===== config.mk =====
export PLATFORM = sky130hd
export DESIGN_NAME = neighbor_cluster_scanner
export DESIGN_NICKNAME = d
export VERILOG_FILES = /design/src/rtl/neighbor_cluster_scanner.sv
export SDC_FILE = /design/constraint.sdc
export NUM_CORES = 1
export LEC_CHECK = 0
export CELL_PAD_IN_SITES_DETAIL_PLACEMENT = 2
export CELL_PAD_IN_SITES_GLOBAL_PLACEMENT = 2
export CORE_UTILIZATION = 27
export DETAILED_ROUTE_END_ITERATION = 10
export GPL_TIMING_DRIVEN = 0
export MAX_ROUTING_LAYER = met4
export PLACE_DENSITY_LB_ADDON = 0.1
export SLEW_MARGIN = 10
export SYNTH_ARGS = -nofsm -noshare
export SYNTH_HDL_FRONTEND = slang
export SYNTH_SLANG_ARGS = --single-unit

===== constraint.sdc =====
create_clock -name clock -period 2.8 [get_ports clock]
set_clock_uncertainty 0.2 [all_clocks]
set_input_delay 0.84 -clock clock [delete_from_list [all_inputs] [get_ports clock]]
set_output_delay 0.84 -clock clock [all_outputs]
set_load 0.05 [all_outputs]

===== src/rtl/neighbor_cluster_scanner.sv =====
// neighbor_cluster_scanner
//   Bus initiator for the 2048-byte node table. On start it reads the
//   neighbor count and each neighbor's ID and cluster ID. Every neighbor
//   whose cluster differs from the latched own cluster is appended to the
//   betterneighbors list (capacity 16). The final count is then written to
//   betterneighborCount.
//
// Ports
//   clock, reset    : rising-edge clock, synchronous active-high reset
//   start           : scan request, only looked at in IDLE
//   my_cluster_id   : own cluster ID, latched when start is accepted
//   mem_addr        : byte address (16-bit big-endian word port)
//   mem_wr_en       : write strobe, commits at the edge ending the cycle
//   mem_wdata       : write word
//   mem_rdata       : combinational read word for mem_addr
//   busy            : high in every state except IDLE
//   done            : one-cycle pulse in the DONE state
//   match_count     : entries written by the current / last scan
//   overflow        : a matching neighbor was dropped (list full)
//   dbg_state       : current FSM state encoding
//
// Handshake: start is a level sampled only in IDLE; one cycle of start in
// IDLE launches exactly one scan, start while busy is ignored and never
// queued. done marks the single cycle after the count word was committed.
module neighbor_cluster_scanner #(
    parameter logic [15:0] NB_COUNT_ADDR  = 16'h068A,
    parameter logic [15:0] NB_ID_BASE     = 16'h0048,
    parameter logic [15:0] CL_ID_BASE     = 16'h00C8,
    parameter logic [15:0] OUT_BASE       = 16'h0668,
    parameter logic [15:0] OUT_COUNT_ADDR = 16'h068C
) (
    input  logic        clock,
    input  logic        reset,
    input  logic        start,
    input  logic [15:0] my_cluster_id,
    output logic [15:0] mem_addr,
    output logic        mem_wr_en,
    output logic [15:0] mem_wdata,
    input  logic [15:0] mem_rdata,
    output logic        busy,
    output logic        done,
    output logic [4:0]  match_count,
    output logic        overflow,
    output logic [2:0]  dbg_state
);

    typedef enum logic [2:0] {
        S_IDLE      = 3'd0,
        S_RD_NCOUNT = 3'd1,
        S_RD_NID    = 3'd2,
        S_RD_CID    = 3'd3,
        S_WR_ENTRY  = 3'd4,
        S_WR_COUNT  = 3'd5,
        S_DONE      = 3'd6
    } state_t;

    state_t      r_state;
    state_t      w_next;
    logic [15:0] r_my_cl;
    logic [15:0] r_id;
    logic [6:0]  r_n;
    logic [6:0]  r_i;
    logic [4:0]  r_k;
    logic        r_overflow;

    logic [6:0]  w_clamped_n;
    logic        w_last;
    logic        w_differ;
    logic        w_full;

    // Neighbor count is clamped to 64 so the table reads never run past
    // the clusterID array.
    assign w_clamped_n = (mem_rdata > 16'd64) ? 7'd64 : mem_rdata[6:0];
    assign w_last      = ((r_i + 7'd1) == r_n);
    assign w_differ    = (mem_rdata != r_my_cl);
    assign w_full      = (r_k == 5'd16);

    assign match_count = r_k;
    assign overflow    = r_overflow;
    assign dbg_state   = r_state;

    always_comb begin
        w_next    = r_state;
        mem_addr  = 16'd0;
        mem_wr_en = 1'b0;
        mem_wdata = 16'd0;
        busy      = 1'b1;
        done      = 1'b0;
        case (r_state)
            S_IDLE: begin
                busy = 1'b0;
                if (start) w_next = S_RD_NCOUNT;
            end
            S_RD_NCOUNT: begin
                mem_addr = NB_COUNT_ADDR;
                w_next   = (w_clamped_n == 7'd0) ? S_WR_COUNT : S_RD_NID;
            end
            S_RD_NID: begin
                mem_addr = NB_ID_BASE + {8'd0, r_i, 1'b0};
                w_next   = S_RD_CID;
            end
            S_RD_CID: begin
                mem_addr = CL_ID_BASE + {8'd0, r_i, 1'b0};
                if (w_differ && !w_full) w_next = S_WR_ENTRY;
                else                     w_next = w_last ? S_WR_COUNT : S_RD_NID;
            end
            S_WR_ENTRY: begin
                mem_addr  = OUT_BASE + {10'd0, r_k, 1'b0};
                mem_wdata = r_id;
                // A reset landing on a write cycle must not let that write commit.
                mem_wr_en = !reset;
                w_next    = w_last ? S_WR_COUNT : S_RD_NID;
            end
            S_WR_COUNT: begin
                mem_addr  = OUT_COUNT_ADDR;
                mem_wdata = {11'd0, r_k};
                mem_wr_en = !reset;
                w_next    = S_DONE;
            end
            S_DONE: begin
                done   = 1'b1;
                w_next = S_IDLE;
            end
            default: w_next = S_IDLE;
        endcase
    end

    always_ff @(posedge clock) begin
        if (reset) begin
            r_state    <= S_IDLE;
            r_my_cl    <= 16'd0;
            r_id       <= 16'd0;
            r_n        <= 7'd0;
            r_i        <= 7'd0;
            r_k        <= 5'd0;
            r_overflow <= 1'b0;
        end else begin
            r_state <= w_next;
            case (r_state)
                S_IDLE: begin
                    if (start) begin
                        r_my_cl    <= my_cluster_id;
                        r_k        <= 5'd0;
                        r_overflow <= 1'b0;
                        r_i        <= 7'd0;
                    end
                end
                S_RD_NCOUNT: r_n  <= w_clamped_n;
                S_RD_NID:    r_id <= mem_rdata;
                S_RD_CID: begin
                    if (w_differ && w_full) r_overflow <= 1'b1;
                    // When heading to WR_ENTRY the index advances there instead.
                    if (!(w_differ && !w_full)) r_i <= r_i + 7'd1;
                end
                S_WR_ENTRY: begin
                    r_k <= r_k + 5'd1;
                    r_i <= r_i + 7'd1;
                end
                default: ;
            endcase
        end
    end

endmodule


==> flow_results.org <==
** Status
- Outcome :: finished, violations left
- The checks that failed: negative setup slack.

** Final layout
- Number of fillers in the final layout :: 1,246
- Layout overhead on the synthesized area :: 39.9%
- In the final layout, flip-flops and latches occupy 1110 um2.
- Of the cells placed in the final design, the portion with a size suffix greater than 1 is 22.5%.
- Number of diodes :: 0
- Util after Layout :: 38.8%
- Summing all multi-input logic gate instances after layout gives 1920 um2.
- Post-layout instance area :: 4220 um2
- For this run, the post-layout net count is 527.
- Most frequent cells in the layout :: nand2_1, dfxtp_1, a21oi_1
- Most common cell after layout, fill and taps aside :: nand2_1
- For this run, the number of standard cells in the final layout without fillers is 625.

** Place
- Total half-perimeter wirelength after legalization and detailed placement :: 8.50 mm
- Pre-CTS worst setup slack :: -905 ps
- At the end of routability-driven placement, the weighted congestion stood at 0.765.
- In this run, placement finished with an instance count of 609.
- Placed standard-cell area :: 4000 um2
- Port-buffer cells :: 71

** Die
- The die is 108 um wide.
- Row count :: 38
- Top Ports :: 79
- The region available for standard cell placement spans 10,900 um2.
- For this configuration, the core starts out at a cell density of 27.7%.
- DIE AREA :: 11,600 um2
- In this run the vertical extent of the chip is 108 um.

** Timing
- Static timing analysis puts the maximum clock frequency at 354 MHz.
- Summed over all failing endpoints, the final setup total negative slack is -28.7 ps.
- The count of endpoints failing hold in the final timing report came to 0.
- Final Max Tran Viols :: 0
- For the finished layout, the period the worst path requires is 2830 ps.
- Final Cycle Share :: 101%
- Final setup slack of the worst path :: -28.7 ps
- On the final layout, the worst hold slack is 261 ps.
- For the pin with the worst max-slew slack, the measured transition is 704 ps.
- Worst-case headroom to the max-slew limit :: 52.6%
- RSZ-0062 raised after global routing :: true
- Final Setup Violations :: 1

** Route
- Final routed wire length divided by cell count :: 17.6 um
- Via count of the routed design :: 3,068
- For this run, design rule violations remaining after detail routing come to 0.
- The first routing iteration left 83 violations.
- The first detailed-routing pass ran for 4 iterations.
- In the routed layout, each cell is associated on average with a via count of 4.91.
- The count of nets left with antenna violations once routing finished came out at 0.
- Routed Wire Length :: 11.0 mm

** Setup path
- The worst register-to-register path has a depth of 7.
- STA classifies the critical path startpoint as a flip-flop.
- Cell breakdown of the critical path :: and2b_2, nand2_4, inv_4, ha_4, xor2_4, o22ai_4, buf_6
- In this design, the stage delay of the slowest critical-path cell is 370 ps.
- Worst-path fanout max :: 4
- Number of buffer and inverter stages on the critical path :: 2
- Cell count along the critical path :: 7
- On the critical path, the stage with the largest delay is an instance of dfxtp_4.
- Worst R2R Start :: r_i[0]
- Dominant delay contributor by cell family on the critical path :: flip-flops
- Startpoint of the worst setup timing path :: dbg_state[2]
- STA puts the critical path data arrival time at 1790 ps.
- Kind of capture point of the worst setup path :: output pin
- The setup check on the worst reg-to-reg path leaves a slack of 520 ps.
- Type of the worst setup path :: flip-flop to output pin
- Data required time at the worst endpoint :: 1760 ps

** Clock tree
- After clock tree synthesis, the clock-pin slew on the worst setup and hold paths is 110 ps.
- CTS buffer count :: 5
- Number of clock sinks :: 55
- TritonCTS clock tree :: built
- Counting along the longest clock path gives a buffer depth of 2.
- The tree is rooted in a clkbuf_8.
- The clock reaches the later pin of the worst-skew pair after 320 ps.
- The H-tree was split into 2 levels.

** Worst hold path
- Min-Delay Path Class :: flip-flop to flip-flop
- The worst hold path passes through 2 cells.
- The worst hold path begins at r_id[13].

** Global routing
- Global routing used 20.2% of the available tracks across all layers.
- The total overflow left after global routing is 0.
- Entering global routing, the biggest net connects 17 pins.
- The initial antenna violation count came to 0.
- The first global-routing pass estimated 17.4 mm of wire.
- Via count of the first global-routing pass :: 3,253

** Yosys
- After synthesis, the netlist uses 43 different library cells.
- The cell area that synthesis handed to floorplanning was 3020 um2.
- Synthesis handed over a netlist of 393 instances.
- Async set or reset register ratio after synthesis :: 0%
- Register bit total from synthesis :: 55
- Main area contributors after synthesis :: dfxtp_1, nand2_1, a21oi_1
- Post-synthesis cell type with the largest combined area :: dfxtp_1
- For this run, the number of Yosys warnings is 0.
- Summed over its instances, the top area cell type makes up 36.5% of the synthesized netlist area.
- Each instance of the synthesized netlist takes up on average 7.68 um2.
- Count of flip-flops with a built-in enable after synthesis :: 0
- For this run, the leading register cell type out of synthesis is dfxtp_1.
- Sequential element share of the synthesized area :: 36.5%

** Power and ir drop
- Leakage power :: 1.74 nW
- Cell area power density :: 465 nW/um2
- Total power for the finished layout comes to 1.96 mW.
- Maximum VDD drop :: 194 uV

** Job
- The tool flagged a number of max-cap violations equal to 0.
## worst paths after layout
check	end
max	mem_addr[7]
min	r_id[13]
max reg2reg	dbg_state[2]
min reg2reg	r_id[13]
## per-layer routing
metal | track usage [%] | vias up | part of all wire (%)
met4 | 4.31 | 0 | 0.88
li1 | - | 1507 | -
met2 | 36.7 | 51 | 52
met5 | - | - | 0
met3 | 2.30 | 9 | 2.2
met1 | 23.8 | 1501 | 45
## registers in the layout, indices dropped and copies added (netlist names)
| register | flops |
|---|---|
| r_my_cl | 16 |
| r_n | 7 |
| overflow | 1 |
| r_id | 16 |
| dbg_state | 3 |
| match_count | 5 |
| r_i | 7 |
## worst reg2reg max path: stages, from the launching register on
cell and delay [ps]:
dfxtp_1 540, ha_1 360, nand4_1 220, xnor2_1 230
nor2_1 100, nor4b_1 260, o22ai_1 130, a21oi_1 160
## where the power goes
| group | switching (mW) | total [mW] | internal (mW) |
|---|---|---|---|
| Sequential | 0.0251 | 0.842 | 0.817 |
| Combinational | 0.307 | 0.478 | 0.171 |
| Clock | 0.285 | 0.643 | 0.358 |
| Total | 0.617 | 1.96 | 1.35 |
## cell usage after synthesis, types with 2 or more instances
cell / n
a31oi_1: 3
xnor2_1: 9
and2b_1: 2
nor2_1: 33
ha_1: 8
a21oi_1: 46
buf_4: 8
xor2_1: 22
a311oi_1: 4
o21ai_0: 9
inv_1: 10
a22oi_1: 9
nor3_1: 6
nor4_2: 4
clkbuf_1: 16
o22ai_1: 4
dfxtp_1: 55
buf_2: 5
nand2_1: 84
nand2b_1: 8
nor4_1: 3
and3_1: 12
mux2i_1: 5
nand3_1: 9
## layout make-up
cell class | count | area share (%)
buffer | 27 | 3.59
tap | 140 | 4.15
sequential | 55 | 26.4
clock inverter | 2 | 1.42
inverter | 11 | 1.04
timing repair buffer | 81 | 16.3
multi-input combinational | 303 | 45.4
clock buffer | 6 | 1.72
## timing repair
action,4_1_cts,5_1_grt
pin swaps,6,4
endpoints found under the setup margin,42,24
buffers inserted,7,3
cloned,0,0
hold buffers,0,0
gates resized for setup,145,42
## cells by family (layout without fill, tap and decap cells)
kind of cell,after synthesis,count (layout),share of synthesized area (%)
muxes,5,5,1.66
other,1,6,0.124
buffers and inverters,40,127,6.17
DFF,55,55,36.5
AOI/OAI and AO/OA,84,84,17.2
and+or+nand+nor,169,169,26.1
adders and majority gates,8,8,3.32
xor gates and xnor gates,31,31,8.99
(Power assumes the default switching activity.)
